**src/rtl/fetch_queue.sv**
```systemverilog
// rtl/fetch_queue.sv - sequential fetch stage with credit-limited prefetch FIFO and redirect flush
module fetch_queue #(
    parameter int              XLEN     = 32,
    parameter int              ILEN     = 32,
    parameter int              DEPTH    = 4,
    parameter logic [XLEN-1:0] RESET_PC = '0
) (
    input  logic                     clk_i,
    input  logic                     rst_n_i,
    input  logic                     redirect_i,
    input  logic [XLEN-1:0]          redirect_pc_i,
    input  logic                     stall_i,
    output logic                     im_req_o,
    output logic [XLEN-1:0]          im_addr_o,
    input  logic                     im_gnt_i,
    input  logic                     im_rvalid_i,
    input  logic [ILEN-1:0]          im_rdata_i,
    output logic [ILEN-1:0]          inst_o,
    output logic [XLEN-1:0]          inst_pc_o,
    output logic                     inst_valid_o,
    output logic [$clog2(DEPTH):0]   outstanding_o
);
    localparam int AW = $clog2(DEPTH);
    localparam int CW = AW + 1;

    logic [XLEN-1:0] fetch_pc;
    logic [XLEN-1:0] resp_pc;
    logic [XLEN-1:0] fifo_pc   [DEPTH];
    logic [ILEN-1:0] fifo_data [DEPTH];
    logic [AW-1:0]   wr_ptr;
    logic [AW-1:0]   rd_ptr;
    logic [CW-1:0]   fifo_count;
    logic [CW-1:0]   outstanding;
    logic [CW-1:0]   discard;
    logic [CW:0]     credits_used;
    logic [XLEN-1:0] target_pc;
    logic            fire;
    logic            push;
    logic            pop;

    // Queued words plus in-flight requests never exceed DEPTH, so the FIFO cannot overflow.
    assign credits_used  = {1'b0, fifo_count} + {1'b0, outstanding};
    assign im_req_o      = rst_n_i && !redirect_i && (credits_used < (CW+1)'(DEPTH));
    assign im_addr_o     = fetch_pc;
    assign outstanding_o = outstanding;
    assign target_pc     = redirect_pc_i & ~XLEN'(3);

    assign fire = im_req_o && im_gnt_i;
    assign push = im_rvalid_i && !redirect_i && (discard == '0);
    assign pop  = !redirect_i && !stall_i && (fifo_count != '0);

    always_ff @(posedge clk_i or negedge rst_n_i) begin
        if (!rst_n_i) begin
            fetch_pc    <= RESET_PC;
            resp_pc     <= RESET_PC;
            wr_ptr      <= '0;
            rd_ptr      <= '0;
            fifo_count  <= '0;
            outstanding <= '0;
            discard     <= '0;
        end else if (redirect_i) begin
            // A response landing in the redirect cycle is stale too, so it leaves the discard budget.
            fetch_pc    <= target_pc;
            resp_pc     <= target_pc;
            wr_ptr      <= '0;
            rd_ptr      <= '0;
            fifo_count  <= '0;
            outstanding <= outstanding - CW'(im_rvalid_i);
            discard     <= outstanding - CW'(im_rvalid_i);
        end else begin
            if (fire) begin
                fetch_pc <= fetch_pc + XLEN'(4);
            end
            outstanding <= outstanding + CW'(fire) - CW'(im_rvalid_i);
            if (im_rvalid_i && (discard != '0)) begin
                discard <= discard - CW'(1);
            end
            if (push) begin
                wr_ptr  <= wr_ptr + AW'(1);
                resp_pc <= resp_pc + XLEN'(4);
            end
            if (pop) begin
                rd_ptr <= rd_ptr + AW'(1);
            end
            fifo_count <= fifo_count + CW'(push) - CW'(pop);
        end
    end

    always_ff @(posedge clk_i) begin
        if (push) begin
            fifo_pc[wr_ptr]   <= resp_pc;
            fifo_data[wr_ptr] <= im_rdata_i;
        end
    end

    always_ff @(posedge clk_i or negedge rst_n_i) begin
        if (!rst_n_i) begin
            inst_o       <= '0;
            inst_pc_o    <= '0;
            inst_valid_o <= 1'b0;
        end else if (redirect_i) begin
            inst_o       <= '0;
            inst_valid_o <= 1'b0;
        end else if (!stall_i) begin
            if (fifo_count != '0) begin
                inst_o       <= fifo_data[rd_ptr];
                inst_pc_o    <= fifo_pc[rd_ptr];
                inst_valid_o <= 1'b1;
            end else begin
                inst_o       <= '0;
                inst_valid_o <= 1'b0;
            end
        end
    end
endmodule

```
**config.mk**
```make
export PLATFORM = sky130hd
export DESIGN_NAME = fetch_queue
export DESIGN_NICKNAME = d
export VERILOG_FILES = /design/src/rtl/fetch_queue.sv
export SDC_FILE = /design/constraint.sdc
export NUM_CORES = 1
export LEC_CHECK = 0
export ABC_AREA = 1
export CORE_MARGIN = 1
export CORE_UTILIZATION = 51
export CTS_BUF_LIST = sky130_fd_sc_hd__clkbuf_16
export CTS_CLUSTER_DIAMETER = 100
export DETAILED_ROUTE_END_ITERATION = 7
export GPL_TIMING_DRIVEN = 0
export PLACE_DENSITY = 0.83
export SYNTH_ARGS = -nofsm -noshare
export SYNTH_HDL_FRONTEND = slang
export SYNTH_SLANG_ARGS = --single-unit
```
**constraint.sdc**
```tcl
create_clock -name clk_i -period 4.3 [get_ports clk_i]
set_clock_uncertainty 0.2 [all_clocks]
set_input_delay 0.645 -clock clk_i [delete_from_list [all_inputs] [get_ports clk_i]]
set_output_delay 0.645 -clock clk_i [all_outputs]
set_load 0.03 [all_outputs]
```
==> flow_metrics.env <==
export IMPL_internal_power_w=0.007360
export IMPL_fillers=2367
export IMPL_register_area_um2=10850
export IMPL_min_period_ns=4.044
export IMPL_initial_core_util_pct=52.15
export IMPL_synth_cell_types=43
export IMPL_die_area_um2=33240
export IMPL_fp_dieW_um=182.3
export IMPL_gp_congestion=0.9147
export IMPL_crit_family="buffers and inverters"
export IMPL_peakVddDrop_uv=372.8
export IMPL_cts_setup_buffers=0
export IMPL_dr_pass1_iters=5
export IMPL_synth_seq_area_share_pct=65.42
export IMPL_crit_arrival_ns=3.20
export IMPL_finalCritPeriodShare_pct=94.04
export IMPL_clk_pin_slew_ns=0.06
export IMPL_grt_pass1_vias=13190
export IMPL_fin_area_um2=20270
export IMPL_r2r_start="discard[0]"
export IMPL_rsz0062_at_grt="no"
export IMPL_insertion_delay_ns=0.55
export IMPL_relSlewSlack_pct=43.43
export IMPL_numCtsBuffers=39
export IMPL_combinationalPowerShare_pct=28.0
export IMPL_layout_drive_gt1_share_pct=6.784
export IMPL_gr_usage_all_layers_pct=27.60
export IMPL_wl_per_cell_um=19.64
export IMPL_drtIter0Drc=1455
export IMPL_grt_max_degree=74
export IMPL_regToRegSetupSlack_ns=1.17
export IMPL_multi_input_area_um2=5110
export IMPL_placed_area_um2=19020
export IMPL_hold_class="register to register"
export IMPL_hp_start="inst_pc_o[18]"
export IMPL_reg2reg_depth=10
export IMPL_diodes=0
export IMPL_grt_overflow=0
export IMPL_io_buffer_count=163
export IMPL_synth_area_per_cell_um2=10.21
export IMPL_synth_edf_count=248
export IMPL_worst_pin_slew_ns=0.8465
export IMPL_worst_hold_slack_ns=0.2763
export IMPL_ys_ff_latch=384
export IMPL_critPathSlowestCell="clkdlybuf4s50_1"
export IMPL_hold_viol_final=0
export IMPL_syn_to_final_growth_pct=22.23
export IMPL_ys_async_sr_fraction_pct=35.42
export IMPL_cts_sinks=384
export IMPL_cap_violations=0
export IMPL_setup_viol=0
export IMPL_detail_route_antenna_nets=0
export IMPL_worst_path_buf_inv=4
export IMPL_grt_pass1_wl_mm=70.93
export IMPL_dp_hpwl_mm=30.10
export IMPL_tritoncts="built"
export IMPL_startpoint_type="primary input"
export IMPL_critPathMaxFanout=73
export IMPL_antenna_found_initial=0
export IMPL_switchingPower_w=0.003952
export IMPL_critPathKind="primary input to primary output"
export IMPL_power_density_nw_per_um2=558.1
export IMPL_final_cell_mix="nand2_1 (389), edfxtp_1 (248), nor2_1 (214)"
export IMPL_crit_chain="dlygate4sd3_1 > clkbuf_8 > buf_16 > nand2_2 > nor3_4 > clkdlybuf4s50_1"
export IMPL_final_common_cell="nand2_1"
export IMPL_hold_depth=2
export IMPL_clockBufferDepth=3
export IMPL_io_pins=171
export IMPL_p_leak_nw=7.988
export IMPL_synthFlopType="edfxtp_1"
export IMPL_netlist_instances=1625
export IMPL_cts_root_buf="clkbuf_16"
export IMPL_pwr_share_seq_pct=42.8
export IMPL_die_h_um=182.3
export IMPL_max_stage_delay_ns=0.71
export IMPL_setup_tns_ns=0
export IMPL_rows=65
export IMPL_hold_end="inst_pc_o[18]"
export IMPL_drv_slew=0
export IMPL_drt_total_wl_mm=45.31
export IMPL_rr_endpoint="fifo_pc[0][22]"
export IMPL_drcViolationCount=0
export IMPL_syn_area_um2=16580
export IMPL_max_freq_ghz=0.2473
export IMPL_worst_setup_path_end_kind="primary output"
export IMPL_core_area_um2=31800
export IMPL_vias=13333
export IMPL_nNetsFinal=1930
export IMPL_status="finished clean"
export IMPL_swShare_pct=34.94
export IMPL_viasPerCell=5.779
export IMPL_htreeDepth=2
export IMPL_worstPathRequired_ns=3.45
export IMPL_ys_warn_count=0
export IMPL_clkPwrFrac_pct=29.2
==> what timing repair did <==
action,CTS,global route
endpoints found under the hold margin,64,0
endpoints found under the setup margin,0,1
hold buffers,1,0
resized for setup,0,1
==> final cells by class <==
type                            count  share of cell area (%)
Inverter                           77                   1.432
Buffer                             82                   1.852
Clock inverter                     32                   1.296
Multi-Input combinational cell   1085                   25.21
Clock buffer                       39                   4.814
Timing Repair Buffer              173                   9.190
Sequential cell                   384                   53.52
Tap cell                          435                   2.685
==> worst max path at each step <==
| stage | start | to | slack (ns) | cells past startpoint |
|---|---|---|---|---|
| finish | rst_n_i | im_req_o | 0.26 | 6 |
| global route | rst_n_i | im_req_o | 0.05 | 6 |
| CTS | rst_n_i | im_req_o | 0.14 | 6 |
| detailed placement | rst_n_i | outstanding_o[2] | 0.36 | 14 |
| global placement | rst_n_i | outstanding_o[2] | -4.11 | 13 |
| floorplan | im_rvalid_i | fifo_data[0][0] | -0.19 | 6 |
==> power groups by stage <==
stage	clock [W]	combinational, W	sequential, W
after floorplan	0	0.00141	0.00527
after global routing	0.00346	0.00344	0.00489
after global placement	0	0.00299	0.00488
final	0.00330	0.00317	0.00484
after detailed placement	0	0.00311	0.00489
after CTS	0.00332	0.00317	0.00483
==> kinds of logic (layout without fill, tap and decap cells) <==
logic type	count (synthesis)	in the layout	synth area share (%)
other	1	4	0.02261
AO/OA/AOI/OAI	267	267	8.880
AND/OR/NAND/NOR	784	784	19.58
adder cells (fa/ha/maj)	18	18	1.449
flip-flops	384	384	65.42
XOR/XNOR	12	12	0.6338
buffers and inverters	159	403	4.014
==> synth_stat cells, types with 4 or more instances <==
cell type | count | area share (%)
edfxtp_1 | 248 | 45
or2_2 | 4 | 0.15
inv_1 | 71 | 1.6
nor2_2 | 9 | 0.34
buf_2 | 21 | 0.63
xor2_1 | 9 | 0.48
clkbuf_1 | 39 | 0.88
nand2_2 | 5 | 0.19
nor2_1 | 218 | 4.9
buf_1 | 14 | 0.32
inv_2 | 5 | 0.11
o211ai_1 | 15 | 0.68
nor3_1 | 10 | 0.30
nand3b_1 | 4 | 0.18
nand3_1 | 129 | 3.9
nand2_1 | 389 | 8.8
a21oi_1 | 35 | 1.1
nand4_1 | 6 | 0.23
ha_1 | 16 | 1.2
o22ai_1 | 62 | 2.3
dfrtp_1 | 136 | 21
o21ai_0 | 144 | 4.3
buf_4 | 5 | 0.23
==> flip-flops by register name, indices dropped and copies added, names as in the netlist <==
| register | count |
|---|---|
| inst_valid_o | 1 |
| fifo_data | 128 |
| inst_pc_o | 30 |
| outstanding_o | 3 |
| fifo_count | 3 |
| fifo_pc | 120 |
| wr_ptr | 2 |
| discard | 3 |
| inst_o | 32 |
| resp_pc | 30 |
| im_addr_o | 30 |
| rd_ptr | 2 |
==> layer usage <==
metal	wire (µm)	global-route usage, %	part of all wire (%)
met2	21930	45.98	48
met1	16920	36.47	37
met3	4918	4.450	11
met4	1543	10.62	3.4
met5	0	0	0
==> worst reg2reg max path: stages, from the launching register on <==
cell and delay [ns]:
dfrtp_1 0.37, inv_1 0.11, ha_1 0.16, nand2_1 0.06
nor2_1 0.24, inv_2 0.12, nor2_1 0.22, inv_1 0.23
nor2_4 0.57, buf_12 0.30, buf_16 0.22
==> metrics by stage <==
step	total power, W	worst slack (ns)	util [%]	cells
final	0.01131	0.2562	63.75	2307
after global placement	0.007878	-4.109	59.03	2226
after CTS	0.01131	0.1381	63.74	2307
after floorplan	0.006671	-0.1886	-	1628
after global routing	0.01178	0.04799	63.75	2307
after detailed placement	0.007992	0.3616	59.82	2235
(Power assumes the default switching activity.)
